$ cat config.mk
export PLATFORM = sky130hd
export DESIGN_NAME = seq_signed_divider
export DESIGN_NICKNAME = d
export VERILOG_FILES = /design/src/rtl/seq_signed_divider.sv
export SDC_FILE = /design/constraint.sdc
export NUM_CORES = 1
export LEC_CHECK = 0
export ABC_CLOCK_PERIOD_IN_PS = 2900
export CAP_MARGIN = 10
export CORE_ASPECT_RATIO = 1.75
export CORE_MARGIN = 8
export CORE_UTILIZATION = 25
export CTS_BUF_LIST = sky130_fd_sc_hd__clkbuf_16
export CTS_CLUSTER_DIAMETER = 30
export DETAILED_ROUTE_END_ITERATION = 8
export PLACE_DENSITY = 0.39
export SETUP_SLACK_MARGIN = 0.1
export SYNTH_ARGS = -nofsm -noshare
export SYNTH_HDL_FRONTEND = slang
export SYNTH_SLANG_ARGS = --single-unit
$ cat constraint.sdc
create_clock -name clk -period 2.9 [get_ports clk]
set_input_delay 0.87 -clock clk [delete_from_list [all_inputs] [get_ports clk]]
set_output_delay 0.87 -clock clk [all_outputs]
set_load 0.05 [all_outputs]
$ cat src/rtl/seq_signed_divider.sv
// seq_signed_divider: restoring signed divider, one quotient bit per enabled cycle.
// Define DIV_ZERO_DETECT_EN for a div_zero flag and Q=all ones, R=A when B=0.
module seq_signed_divider #(
  parameter int width = 8
) (
  input  logic             clk,
  input  logic             rst_n,
  input  logic             en,
  input  logic             start,
  input  logic [width-1:0] A,
  input  logic [width-1:0] B,
  output logic             busy,
  output logic             done,
  output logic [width-1:0] Q,
  output logic [width-1:0] R
`ifdef DIV_ZERO_DETECT_EN
  ,
  output logic             div_zero
`endif
);

  localparam int CW = $clog2(width);

  typedef enum logic [1:0] {
    IDLE,
    CALC,
    FINISH
  } state_t;

  state_t r_state;
  state_t w_next;

  logic [width-1:0] r_rem;
  logic [width-1:0] r_quo;
  logic [width-1:0] r_dvsr;
  logic [width-1:0] r_q;
  logic [width-1:0] r_r;
  logic [CW-1:0]    r_cnt;
  logic             r_sa;
  logic             r_sb;
  logic             r_busy;
  logic             r_done;
`ifdef DIV_ZERO_DETECT_EN
  logic             r_dz;
`endif

  logic [width:0]   w_shift;
  logic             w_ge;
  logic [width-1:0] w_sub;
  logic [width-1:0] w_amag;
  logic [width-1:0] w_bmag;
  logic [width-1:0] w_qfin;
  logic [width-1:0] w_rfin;
  logic             w_last;

  assign w_amag  = A[width-1] ? -A : A;
  assign w_bmag  = B[width-1] ? -B : B;
  assign w_shift = {r_rem, r_quo[width-1]};
  assign w_ge    = w_shift >= {1'b0, r_dvsr};
  assign w_sub   = w_shift[width-1:0] - r_dvsr;
  assign w_last  = r_cnt == CW'(width - 1);

`ifdef DIV_ZERO_DETECT_EN
  assign w_qfin = (r_dvsr == '0) ? '1 :
                  ((r_sa ^ r_sb) ? -r_quo : r_quo);
`else
  assign w_qfin = (r_sa ^ r_sb) ? -r_quo : r_quo;
`endif
  // Remainder follows dividend sign; for B=0 this reproduces A.
  assign w_rfin = r_sa ? -r_rem : r_rem;

  // State register, frozen while en is low.
  always_ff @(posedge clk or negedge rst_n) begin
    if (!rst_n) begin
      r_state <= IDLE;
    end else if (en) begin
      r_state <= w_next;
    end
  end

  // Next-state logic: capture, width iterations, sign fix-up.
  always_comb begin
    w_next = r_state;
    unique case (r_state)
      IDLE:    if (start) w_next = CALC;
      CALC:    if (w_last) w_next = FINISH;
      FINISH:  w_next = IDLE;
      default: w_next = IDLE;
    endcase
  end

  // Datapath: operand capture, restoring step, result registers.
  always_ff @(posedge clk or negedge rst_n) begin
    if (!rst_n) begin
      r_rem  <= '0;
      r_quo  <= '0;
      r_dvsr <= '0;
      r_q    <= '0;
      r_r    <= '0;
      r_cnt  <= '0;
      r_sa   <= 1'b0;
      r_sb   <= 1'b0;
      r_busy <= 1'b0;
      r_done <= 1'b0;
`ifdef DIV_ZERO_DETECT_EN
      r_dz   <= 1'b0;
`endif
    end else if (en) begin
      r_done <= 1'b0;
      unique case (r_state)
        IDLE: begin
          if (start) begin
            r_rem  <= '0;
            r_quo  <= w_amag;
            r_dvsr <= w_bmag;
            r_sa   <= A[width-1];
            r_sb   <= B[width-1];
            r_cnt  <= '0;
            r_busy <= 1'b1;
          end
        end
        CALC: begin
          r_rem <= w_ge ? w_sub : w_shift[width-1:0];
          r_quo <= {r_quo[width-2:0], w_ge};
          r_cnt <= r_cnt + CW'(1);
        end
        FINISH: begin
          r_q    <= w_qfin;
          r_r    <= w_rfin;
          r_done <= 1'b1;
          r_busy <= 1'b0;
`ifdef DIV_ZERO_DETECT_EN
          r_dz   <= r_dvsr == '0;
`endif
        end
        default: ;
      endcase
    end
  end

  assign busy = r_busy;
  assign done = r_done;
  assign Q    = r_q;
  assign R    = r_r;
`ifdef DIV_ZERO_DETECT_EN
  assign div_zero = r_dz;
`endif

endmodule

==> impl_metrics.env, run 1 <==
export IMPL_path_buf_inv=0
export IMPL_cpPeakStageDelay_ns=0.47
export IMPL_crit_type="reg -> reg"
export IMPL_nNetsFinal=399
export IMPL_maxCapViolCount=0
export IMPL_run_status="finished clean"
export IMPL_r2r_cells=7
export IMPL_synthTopCellsByArea="dfrtp_1 42%, nand2_1 6.0%, ha_1 6.0%, o21ai_0 5.8%, xor2_1 4.2%"
export IMPL_grt_usage_pct=9.945
export IMPL_layout_setup_ws_ns=0.4923
export IMPL_core_mm2=0.01152
export IMPL_maxSlewViolCount=0
export IMPL_dp_hpwl_mm=5.657
export IMPL_synth_cells=328
export IMPL_crit_family="simple AND/OR/NAND/NOR gates"
export IMPL_clk_path_buf_depth=2
export IMPL_num_vias=2355
export IMPL_drcViolationCount=0
export IMPL_post_cts_buffers=0
export IMPL_synth_edf_count=0
export IMPL_synth_mux_area_share_pct=2.869
export IMPL_drt_iter0_drc=66
export IMPL_die_area_mm2=0.01554
export IMPL_synthAdderAreaFrac_pct=6.681
export IMPL_num_io_pins=38
export IMPL_grt_first_pass_wirelength_mm=12.42
export IMPL_n_fill_cell=1225
export IMPL_cts_tree="yes"
export IMPL_ys_types=46
export IMPL_postSynth_asyncResetShare_pct=100.0
export IMPL_crit_required_ns=3.07
export IMPL_period_share_pct=83.02
export IMPL_worstHoldStart="Q[3]$_DFFE_PN0P_"
export IMPL_fp_dieW_um=97.72
export IMPL_clock_latency_ns=0.29
export IMPL_detail_route_wl_per_cell_um=14.22
export IMPL_holdBufCountCts=0
export IMPL_grt_max_degree=35
export IMPL_hp_class="reg -> reg"
export IMPL_timing_rr_end="r_rem[4]$_DFFE_PN0P_"
export IMPL_gp_congestion=0.7728
export IMPL_num_rows=52
export IMPL_yosysWarnings=0
export IMPL_start_kind="flip-flop"
export IMPL_synth_top_cell_area_share_pct=41.97
export IMPL_ir_drop_uv=262.2
export IMPL_yosysTopAreaCell="dfrtp_1"
export IMPL_fp_dieH_um=159.0
export IMPL_antenna_found_initial=0
export IMPL_fin_crit_ns=2.408
export IMPL_arrival_ns=2.58
export IMPL_synth_compound_area_share_pct=19.79
export IMPL_postRouteAntennaNets=0
export IMPL_worst_pin_slew_ns=0.6539
export IMPL_p_leak_uw=0.001557
export IMPL_synth_simple_gate_area_share_pct=15.12
export IMPL_grt_pass1_vias=2472
export IMPL_io_buffers=37
export IMPL_worst_clock_skew_ns=0.004695
export IMPL_drt_total_wl_mm=7.112
export IMPL_dp_cells=492
export IMPL_synth_area_mm2=0.002922
export IMPL_power_density_mw_per_mm2=1184
export IMPL_synth_top_family_by_area="compound AO/OA/AOI/OAI gates"
export IMPL_post_drt_via_cell_ratio=4.710
export IMPL_max_clock_freq_mhz=415.3
export IMPL_hold_depth=2
export IMPL_syn_avg_cell_area_um2=8.907
export IMPL_critPathSlowestCell="dfrtp_1"
export IMPL_ctsResizeCount=0
export IMPL_finalHoldViolCount=0
export IMPL_yosysSeqAreaShare_pct=41.97
export IMPL_place_ws_ns=0.3710
export IMPL_area_growth_pct=23.64
export IMPL_instances_no_fill=500
export IMPL_diodes=0
export IMPL_cts_root_buf="clkbuf_16"
export IMPL_reg2reg_slack_ns=0.49
export IMPL_cts_made_buffers=5
export IMPL_ys_ff_latch=49
export IMPL_fin_setup_tns_ns=0
export IMPL_finalSetupViolCount=0
export IMPL_clock_sinks=49
export IMPL_rsz0062_at_grt="false"
export IMPL_clk_pin_slew_ns=0.07
export IMPL_crit_cells=7
export IMPL_min_to="Q[3]$_DFFE_PN0P_"
export IMPL_dr_pass1_iters=4
export IMPL_drive_above_1_share_pct=6.301
export IMPL_r2r_start="r_rem[3]$_DFFE_PN0P_"
export IMPL_synth_xor_xnor_area_share_pct=8.094
export IMPL_cp_cell_sequence="ha_1, and3_1, o21a_1, or3_4, o2111ai_4, nand2_4, a221o_1"
export IMPL_end_kind="flip-flop"
export IMPL_ys_flop_type="dfrtp_1"
export IMPL_h_tree_depth=2
export IMPL_maxSlewHeadroom_pct=56.14
export IMPL_syn_nets=363
export IMPL_grt_ovfl_total=0
export IMPL_initial_core_util_pct=25.37
export IMPL_path_max_fanout=6
-- cell families (layout without fill, tap and decap cells) --
| group | count (synthesis) | in the layout |
|---|---|---|
| and+or+nand+nor | 97 | 97 |
| AOI/OAI and AO/OA | 90 | 90 |
| DFF | 49 | 49 |
| buffers and inverters | 42 | 79 |
| xor gates and xnor gates | 27 | 27 |
| adders and majority gates | 15 | 15 |
| muxes | 8 | 8 |
-- how the worst max path moves through the flow --
stage                         start              endpoint  slack, ns
6_report       r_rem[3]$_DFFE_PN0P_  r_rem[4]$_DFFE_PN0P_       0.49
3_3_place_gp                   A[1]  r_quo[5]$_DFFE_PN0P_       0.39
3_5_place_dp                   A[0]  r_quo[6]$_DFFE_PN0P_       0.37
4_1_cts        r_rem[2]$_DFFE_PN0P_  r_rem[4]$_DFFE_PN0P_       0.47
2_1_floorplan  r_rem[2]$_DFFE_PN0P_  r_rem[4]$_DFFE_PN0P_       0.72
5_1_grt        r_rem[2]$_DFFE_PN0P_  r_rem[7]$_DFFE_PN0P_       0.37
-- routing by layer --
metal | vias to the layer above | wire, um | GRT usage (%)
met5 | - | 0 | 0
met1 | 1101 | 2800 | 10.31
met3 | 8 | 206 | 2.102
met2 | 37 | 3945 | 18.42
met4 | 0 | 160 | 4.568
li1 | 1209 | - | -
-- power breakdown --
group	total, uW	leakage (uW)	internal [uW]	switching (uW)
Sequential	1230	0.000628	965	267
Clock	659	0.0000826	401	258
Combinational	2390	0.000846	1020	1370
Total	4280	0.00156	2380	1890
-- final cells by class --
cell class,count,area (um2),area share (%)
Multi-Input combinational cell,237,1535,42.50
Timing Repair Buffer,44,417.9,11.57
Clock buffer,5,125.1,3.464
Inverter,27,101.3,2.806
Sequential cell,49,1226,33.95
Tap cell,135,168.9,4.676
Clock inverter,3,37.54,1.039
-- placed cells by master (no fill, tap or decap), drive strengths merged, types with 2 or more instances in the layout --
| master | instances |
|---|---|
| clkbuf | 5 |
| or3 | 6 |
| a21oi | 16 |
| o311ai | 2 |
| a21o | 2 |
| ha | 14 |
| a22o | 2 |
| nor2 | 21 |
| nand2 | 48 |
| a31oi | 4 |
| xnor2 | 13 |
| nor2b | 6 |
| dfrtp | 49 |
| nor3 | 6 |
| mux2 | 3 |
| nor4 | 2 |
| a211oi | 3 |
| o21a | 3 |
| o22ai | 2 |
| inv | 28 |
| clkdlybuf4s50 | 36 |
| o211ai | 7 |
| and3 | 2 |
| nand3 | 3 |
| mux2i | 5 |
| o31ai | 6 |
| buf | 8 |
| xor2 | 14 |
| o21ai | 35 |
-- through the flow --
step | area (um2) | utilization, % | total power, uW | hold WS (ns)
2_1_floorplan | 2922 | - | 3036 | 0.4659
3_3_place_gp | 3450 | 29.95 | 3660 | 0.4641
3_5_place_dp | 3450 | 29.95 | 3680 | 0.4713
4_1_cts | 3612 | 31.37 | 4365 | 0.4873
5_1_grt | 3612 | 31.37 | 4685 | 0.5041
6_report | 3612 | 31.37 | 4277 | 0.4777
-- flip-flops by register name, summed over array words and instances (netlist names) --
name,flops
r_state,2
r_dvsr,8
r_cnt,3
r_rem,8
r_quo,8
R,8
r_sa,1
Q,8
busy,1
done,1
r_sb,1
-- synth_stat cells (all sizes together), types with 7 or more instances --
master,count
nand2,48
xnor2,13
o21ai,35
a21oi,16
clkbuf,11
nor2,21
o211ai,7
inv,27
dfrtp,49
ha,14
xor2,14
-- worst reg2reg max path, stage by stage (launching register included) --
cell	delay, ns
dfrtp_1	0.47
ha_1	0.38
and3_1	0.21
o21a_1	0.13
or3_4	0.40
o2111ai_4	0.27
nand2_4	0.12
a221o_1	0.32
Note: power is estimated with default switching activity, not from simulation.
==> inputs of run 2 (changes only) <==
--- a/config.mk
+++ b/config.mk
@@ -5,7 +5,7 @@
 export SDC_FILE = /design/constraint.sdc
 export NUM_CORES = 1
 export LEC_CHECK = 0
-export ABC_CLOCK_PERIOD_IN_PS = 2900
+export ABC_CLOCK_PERIOD_IN_PS = 2050
 export CAP_MARGIN = 10
 export CORE_ASPECT_RATIO = 1.75
 export CORE_MARGIN = 8
@@ -13,7 +13,7 @@
 export CTS_BUF_LIST = sky130_fd_sc_hd__clkbuf_16
 export CTS_CLUSTER_DIAMETER = 30
 export DETAILED_ROUTE_END_ITERATION = 8
-export PLACE_DENSITY = 0.39
+export PLACE_DENSITY = 0.41
 export SETUP_SLACK_MARGIN = 0.1
 export SYNTH_ARGS = -nofsm -noshare
 export SYNTH_HDL_FRONTEND = slang
==> constraint.sdc (replaced) <==
create_clock -name clk -period 2.05 [get_ports clk]
set_input_delay 0.615 -clock clk [delete_from_list [all_inputs] [get_ports clk]]
set_output_delay 0.615 -clock clk [all_outputs]
set_load 0.05 [all_outputs]
==> run 2 against run 1 <==
The run now ends with negative setup slack left; largest cell class unchanged; clock power rose by 23%; worst hold slack got worse by 0.17 ns; register-to-register slack lost 0.62 ns; clock skew about the same; worst setup slack worse by 0.62 ns; critical path depth increased by 1; die area stayed put; final cell count up 9.6%; utilization is 4.2 points higher.
==> impl_metrics.env, run 2 (synthesis results as in run 1) <==
export IMPL_run_status="complete, but fails checks"
export IMPL_violations="negative setup slack"
export IMPL_ir_drop_uv=450.3
export IMPL_dp_hpwl_mm=5.829
export IMPL_grt_max_degree=50
export IMPL_arrival_ns=2.33
export IMPL_grt_usage_pct=10.11
export IMPL_detail_route_wl_per_cell_um=13.49
export IMPL_dr_pass1_iters=4
export IMPL_crit_type="reg -> reg"
export IMPL_clock_sinks=49
export IMPL_fp_dieW_um=97.72
export IMPL_end_kind="flip-flop"
export IMPL_num_io_pins=38
export IMPL_num_rows=52
export IMPL_cts_made_buffers=5
export IMPL_layout_setup_ws_ns=-0.1241
export IMPL_final_cell_mix="69 x buf_4, 49 x dfrtp_1, 47 x nand2_1"
export IMPL_initial_core_util_pct=25.37
export IMPL_power_density_mw_per_mm2=1680
export IMPL_area_growth_pct=40.30
export IMPL_postRouteAntennaNets=0
export IMPL_diodes=0
export IMPL_clock_latency_ns=0.29
export IMPL_worst_pin_slew_ns=0.4007
export IMPL_fin_crit_ns=2.174
export IMPL_clk_path_buf_depth=2
export IMPL_grt_pass1_vias=2747
export IMPL_utilization_pct=35.59
export IMPL_place_area_mm2=0.003797
export IMPL_h_tree_depth=2
export IMPL_post_drt_via_cell_ratio=4.657
export IMPL_holdBufCountCts=0
export IMPL_final_seq_area_mm2=0.001226
export IMPL_p_leak_uw=0.001851
export IMPL_maxSlewHeadroom_pct=73.29
export IMPL_cts_root_buf="clkbuf_16"
export IMPL_fp_dieH_um=159.0
export IMPL_io_buffers=37
export IMPL_clk_pin_slew_ns=0.07
export IMPL_grt_ovfl_total=0
export IMPL_num_vias=2552
export IMPL_finalSetupViolCount=8
export IMPL_cts_tree="yes"
export IMPL_drt_iter0_drc=92
export IMPL_core_mm2=0.01152
export IMPL_period_share_pct=106.1
export IMPL_drt_total_wl_mm=7.393
export IMPL_finalHoldViolCount=0
export IMPL_place_ws_ns=-0.2489
export IMPL_fin_setup_tns_ns=-0.7231
export IMPL_maxCapViolCount=0
export IMPL_n_fill_cell=1217
export IMPL_dp_cells=535
export IMPL_crit_required_ns=2.21
export IMPL_start_kind="flip-flop"
export IMPL_die_area_mm2=0.01554
export IMPL_nNetsFinal=447
export IMPL_instances_no_fill=548
export IMPL_fin_area_mm2=0.004099
export IMPL_maxSlewViolCount=0
export IMPL_rsz0062_at_grt="true"
export IMPL_path_max_fanout=4
export IMPL_final_common_cell="buf_4"
export IMPL_drcViolationCount=0
export IMPL_gp_congestion=0.7780
export IMPL_worst_clock_skew_ns=0.004790
export IMPL_antenna_found_initial=0
export IMPL_hp_class="in -> async"
export IMPL_drive_above_1_share_pct=27.36
export IMPL_multi_input_area_mm2=0.001700
export IMPL_max_clock_freq_mhz=460.0
export IMPL_grt_first_pass_wirelength_mm=12.92
-- run 2: cell count changes in the layout (fill, tap and decap cells not counted), sizes merged --
| cell | before | now |
|---|---|---|
| bufinv | 1 | 0 |
| clkinv | 1 | 2 |
| clkdlybuf4s50 | 36 | 16 |
| dlymetal6s2s | 0 | 2 |
| inv | 28 | 27 |
| o2111a | 1 | 2 |
| buf | 8 | 73 |
| clkinvlp | 0 | 1 |
-- run 2: final timing paths --
kind / depth (start not counted) / to / from / slack (ns)
worst max-delay path: 8 / r_rem[0]$_DFFE_PN0P_ / r_dvsr[1]$_DFFE_PN0P_ / -0.12
worst min-delay path: 2 / done$_DFFE_PN0P_ / rst_n / 0.30
worst max register to register: 8 / r_rem[0]$_DFFE_PN0P_ / r_dvsr[1]$_DFFE_PN0P_ / -0.12
worst min register to register: 2 / Q[0]$_DFFE_PN0P_ / Q[0]$_DFFE_PN0P_ / 0.48
max in group asynchronous: 2 / r_rem[4]$_DFFE_PN0P_ / rst_n / 1.52
min in group clk: 2 / Q[0]$_DFFE_PN0P_ / Q[0]$_DFFE_PN0P_ / 0.48
-- run 2: critical path, stage by stage, from the launching register on --
cell      delay [ns]
dfrtp_1         0.38
inv_2           0.09
ha_4            0.20
nor2b_4         0.12
o21a_1          0.19
or3_4           0.41
o2111a_2        0.31
o21ai_1         0.20
o311ai_2        0.14
-- run 2: final cells by class --
class	count	area share [%]
Clock buffer	5	3.053
Clock inverter	3	0.4274
Inverter	27	2.473
Multi-Input combinational cell	238	41.48
Sequential cell	49	29.91
Tap cell	135	4.121
Timing Repair Buffer	91	18.53
-- run 2: layer usage --
layer | vias to the layer above | share of wire, % | track usage [%]
met5 | - | 0 | 0
met4 | 0 | 2.0 | 4.782
met3 | 11 | 2.4 | 1.664
met2 | 29 | 58 | 19.73
met1 | 1204 | 38 | 9.868
li1 | 1308 | - | -
-- run 2: where the power goes --
part / switching, uW / leakage (uW) / internal, uW
Combinational: 2240 / 0.00115 / 2100
Clock: 362 / 0.0000696 / 448
Sequential: 367 / 0.000628 / 1370
-- run 2: per-stage QoR --
step                total power, uW  hold WS [ns]
floorplan                      4410        0.3194
global placement               5744        0.4641
detailed placement             5789        0.4721
CTS                            6852        0.3157
global route                   7529        0.3253
finish                         6887        0.3045
-- run 2: repair_timing --
action | 4_1_cts | 5_1_grt
pin swaps | 8 | 6
buffers inserted | 3 | 1
gates cloned | 1 | 0
resized for setup | 14 | 14
setup endpoints to repair | 10 | 13
==> inputs of run 3 (changes only) <==
--- a/config.mk
+++ b/config.mk
@@ -9,11 +9,11 @@
 export CAP_MARGIN = 10
 export CORE_ASPECT_RATIO = 1.75
 export CORE_MARGIN = 8
-export CORE_UTILIZATION = 25
+export CORE_UTILIZATION = 45
 export CTS_BUF_LIST = sky130_fd_sc_hd__clkbuf_16
 export CTS_CLUSTER_DIAMETER = 30
 export DETAILED_ROUTE_END_ITERATION = 8
-export PLACE_DENSITY = 0.41
+export PLACE_DENSITY = 0.67
 export SETUP_SLACK_MARGIN = 0.1
 export SYNTH_ARGS = -nofsm -noshare
 export SYNTH_HDL_FRONTEND = slang
==> run 3 against run 2 <==
The run still ends with negative setup slack left; via count grew 0.90%; design area shrank 2.4%; sequential power is essentially flat; worst hold slack lost 0.10 ns; final cell count shrank 11%; clock power is essentially flat; critical path type unchanged.
==> impl_metrics.env, run 3 (synthesis results as in run 1) <==
export IMPL_run_status="complete, but fails checks"
export IMPL_violations="negative setup slack"
export IMPL_ir_drop_uv=662.4
export IMPL_clk_path_buf_depth=2
export IMPL_nNetsFinal=441
export IMPL_routed_top_layer="met4"
export IMPL_fin_crit_ns=2.212
export IMPL_cts_made_buffers=5
export IMPL_crit_type="reg -> reg"
export IMPL_p_int_uw=3896
export IMPL_gp_congestion=0.8647
export IMPL_fp_dieW_um=76.91
export IMPL_cts_tree="yes"
export IMPL_path_max_fanout=5
export IMPL_p_clk_share_pct=11.8
export IMPL_area_growth_pct=36.96
export IMPL_layout_setup_ws_ns=-0.1621
export IMPL_swShare_pct=43.46
export IMPL_p_seq_share_pct=24.9
export IMPL_met1_length_mm=2.532
export IMPL_io_buffers=37
export IMPL_grt_usage_pct=15.68
export IMPL_finalHoldViolCount=0
export IMPL_end_kind="flip-flop"
export IMPL_worst_pin_slew_ns=0.6009
export IMPL_reg2reg_slack_ns=-0.16
export IMPL_grt_first_pass_wirelength_mm=11.87
export IMPL_crit_family="compound AO/OA/AOI/OAI gates"
export IMPL_dr_wl_met3_um=258
export IMPL_clock_sinks=49
export IMPL_drive_above_1_share_pct=26.04
export IMPL_cpPeakStageDelay_ns=0.41
export IMPL_h_tree_depth=2
export IMPL_arrival_ns=2.39
export IMPL_start_kind="flip-flop"
export IMPL_cp_cell_sequence="inv_2, ha_4, nor2b_4, o21a_1, or3_4, o2111ai_4, nand2_4, a221o_1"
export IMPL_met2WireLength_mm=3.941
export IMPL_p_sw_uw=2995
export IMPL_dr_pass1_iters=4
export IMPL_drt_total_wl_mm=6.972
export IMPL_max_clock_freq_mhz=452.1
export IMPL_post_drt_via_cell_ratio=5.266
export IMPL_dp_hpwl_mm=5.290
export IMPL_critPathSlowestCell="or3_4"
export IMPL_finalSetupViolCount=8
export IMPL_fp_dieH_um=122.6
export IMPL_die_area_mm2=0.009428
export IMPL_holdBufCountCts=0
export IMPL_pwr_share_comb_pct=63.4
export IMPL_timing_rr_end="r_rem[4]$_DFFE_PN0P_"
export IMPL_cts_root_buf="clkbuf_16"
export IMPL_num_vias=2575
export IMPL_postRouteAntennaNets=0
export IMPL_final_seq_area_mm2=0.001226
export IMPL_rsz0062_at_grt="true"
export IMPL_path_buf_inv=1
export IMPL_clock_latency_ns=0.29
export IMPL_num_io_pins=38
export IMPL_hp_class="in -> async"
export IMPL_grt_ovfl_total=0
export IMPL_grt_pass1_vias=2655
export IMPL_maxCapViolCount=0
export IMPL_fin_setup_tns_ns=-0.8811
export IMPL_grt_max_degree=34
export IMPL_n_fill_cell=554
export IMPL_drt_iter0_drc=113
export IMPL_period_share_pct=107.9
export IMPL_worst_clock_skew_ns=0.004902
export IMPL_final_common_cell="buf_4"
export IMPL_crit_required_ns=2.22
export IMPL_num_rows=39
export IMPL_multi_input_area_mm2=0.001697
export IMPL_drcViolationCount=0
export IMPL_detail_route_wl_per_cell_um=14.26
export IMPL_diodes=0
export IMPL_initial_core_util_pct=45.70
export IMPL_clk_pin_slew_ns=0.07
export IMPL_utilization_pct=62.60
export IMPL_maxSlewViolCount=0
export IMPL_maxSlewHeadroom_pct=59.66
export IMPL_r2r_start="r_dvsr[1]$_DFFE_PN0P_"
export IMPL_core_mm2=0.006392
export IMPL_final_cell_mix="60 x buf_4, 49 x dfrtp_1, 47 x nand2_1"
export IMPL_r2r_cells=8
export IMPL_antenna_found_initial=0
export IMPL_p_leak_uw=0.001821
export IMPL_power_density_mw_per_mm2=1722
run 3: cell count changes in the layout (fill, tap and decap cells not counted), sizes merged:
cell	previous run	this run
clkinvlp	1	0
clkinv	2	3
clkdlybuf4s50	16	17
dlymetal6s2s	2	1
buf	73	67
run 3: power by group through the flow:
stage	Clock (uW)	Combinational, uW	Sequential, uW
after floorplan	0	2380	2030
after global placement	0	3900	1690
after detailed placement	0	4010	1710
after CTS	833	4150	1700
after global routing	868	4810	1760
final	810	4370	1710
run 3: routing by layer:
| metal | GRT usage [%] | up-vias |
|---|---|---|
| met1 | 14.55 | 1221 |
| li1 | - | 1289 |
| met4 | 9.927 | 0 |
| met5 | 0 | - |
| met3 | 3.592 | 17 |
| met2 | 29.95 | 48 |
run 3: final cells by class:
class	count	share of cell area, %
Clock inverter	3	0.4378
Multi-Input combinational cell	238	42.40
Inverter	27	2.533
Clock buffer	5	3.127
Sequential cell	49	30.64
Tap cell	82	2.564
Timing Repair Buffer	85	18.29
run 3: worst max path at each step:
stage,start,end,cells past startpoint
after floorplan,r_rem[0]$_DFFE_PN0P_,r_rem[4]$_DFFE_PN0P_,7
after global placement,A[1],r_quo[5]$_DFFE_PN0P_,7
after detailed placement,A[1],r_quo[5]$_DFFE_PN0P_,7
after CTS,r_dvsr[1]$_DFFE_PN0P_,r_rem[5]$_DFFE_PN0P_,9
after global routing,r_dvsr[1]$_DFFE_PN0P_,r_rem[4]$_DFFE_PN0P_,8
final,r_dvsr[1]$_DFFE_PN0P_,r_rem[4]$_DFFE_PN0P_,8
run 3: metrics by stage:
step | power, uW | cells | setup slack [ns] | hold WS, ns | instance area (um2)
finish | 6891 | 489 | -0.1621 | 0.1997 | 4001
global route | 7438 | 489 | -0.2039 | 0.2140 | 4001
CTS | 6678 | 485 | -0.1298 | 0.1984 | 3881
detailed placement | 5720 | 476 | -0.1865 | 0.4713 | 3699
global placement | 5586 | 476 | -0.1517 | 0.4631 | 3699
floorplan | 4410 | 328 | -0.08455 | 0.3194 | 2967
run 3: repair_timing:
action	4_1_cts	5_1_grt
cloned	1	0
gates resized for setup	9	22
endpoints found under the setup margin	9	15
hold endpoints to repair	0	0
pin swaps	7	8
buffers inserted	0	4
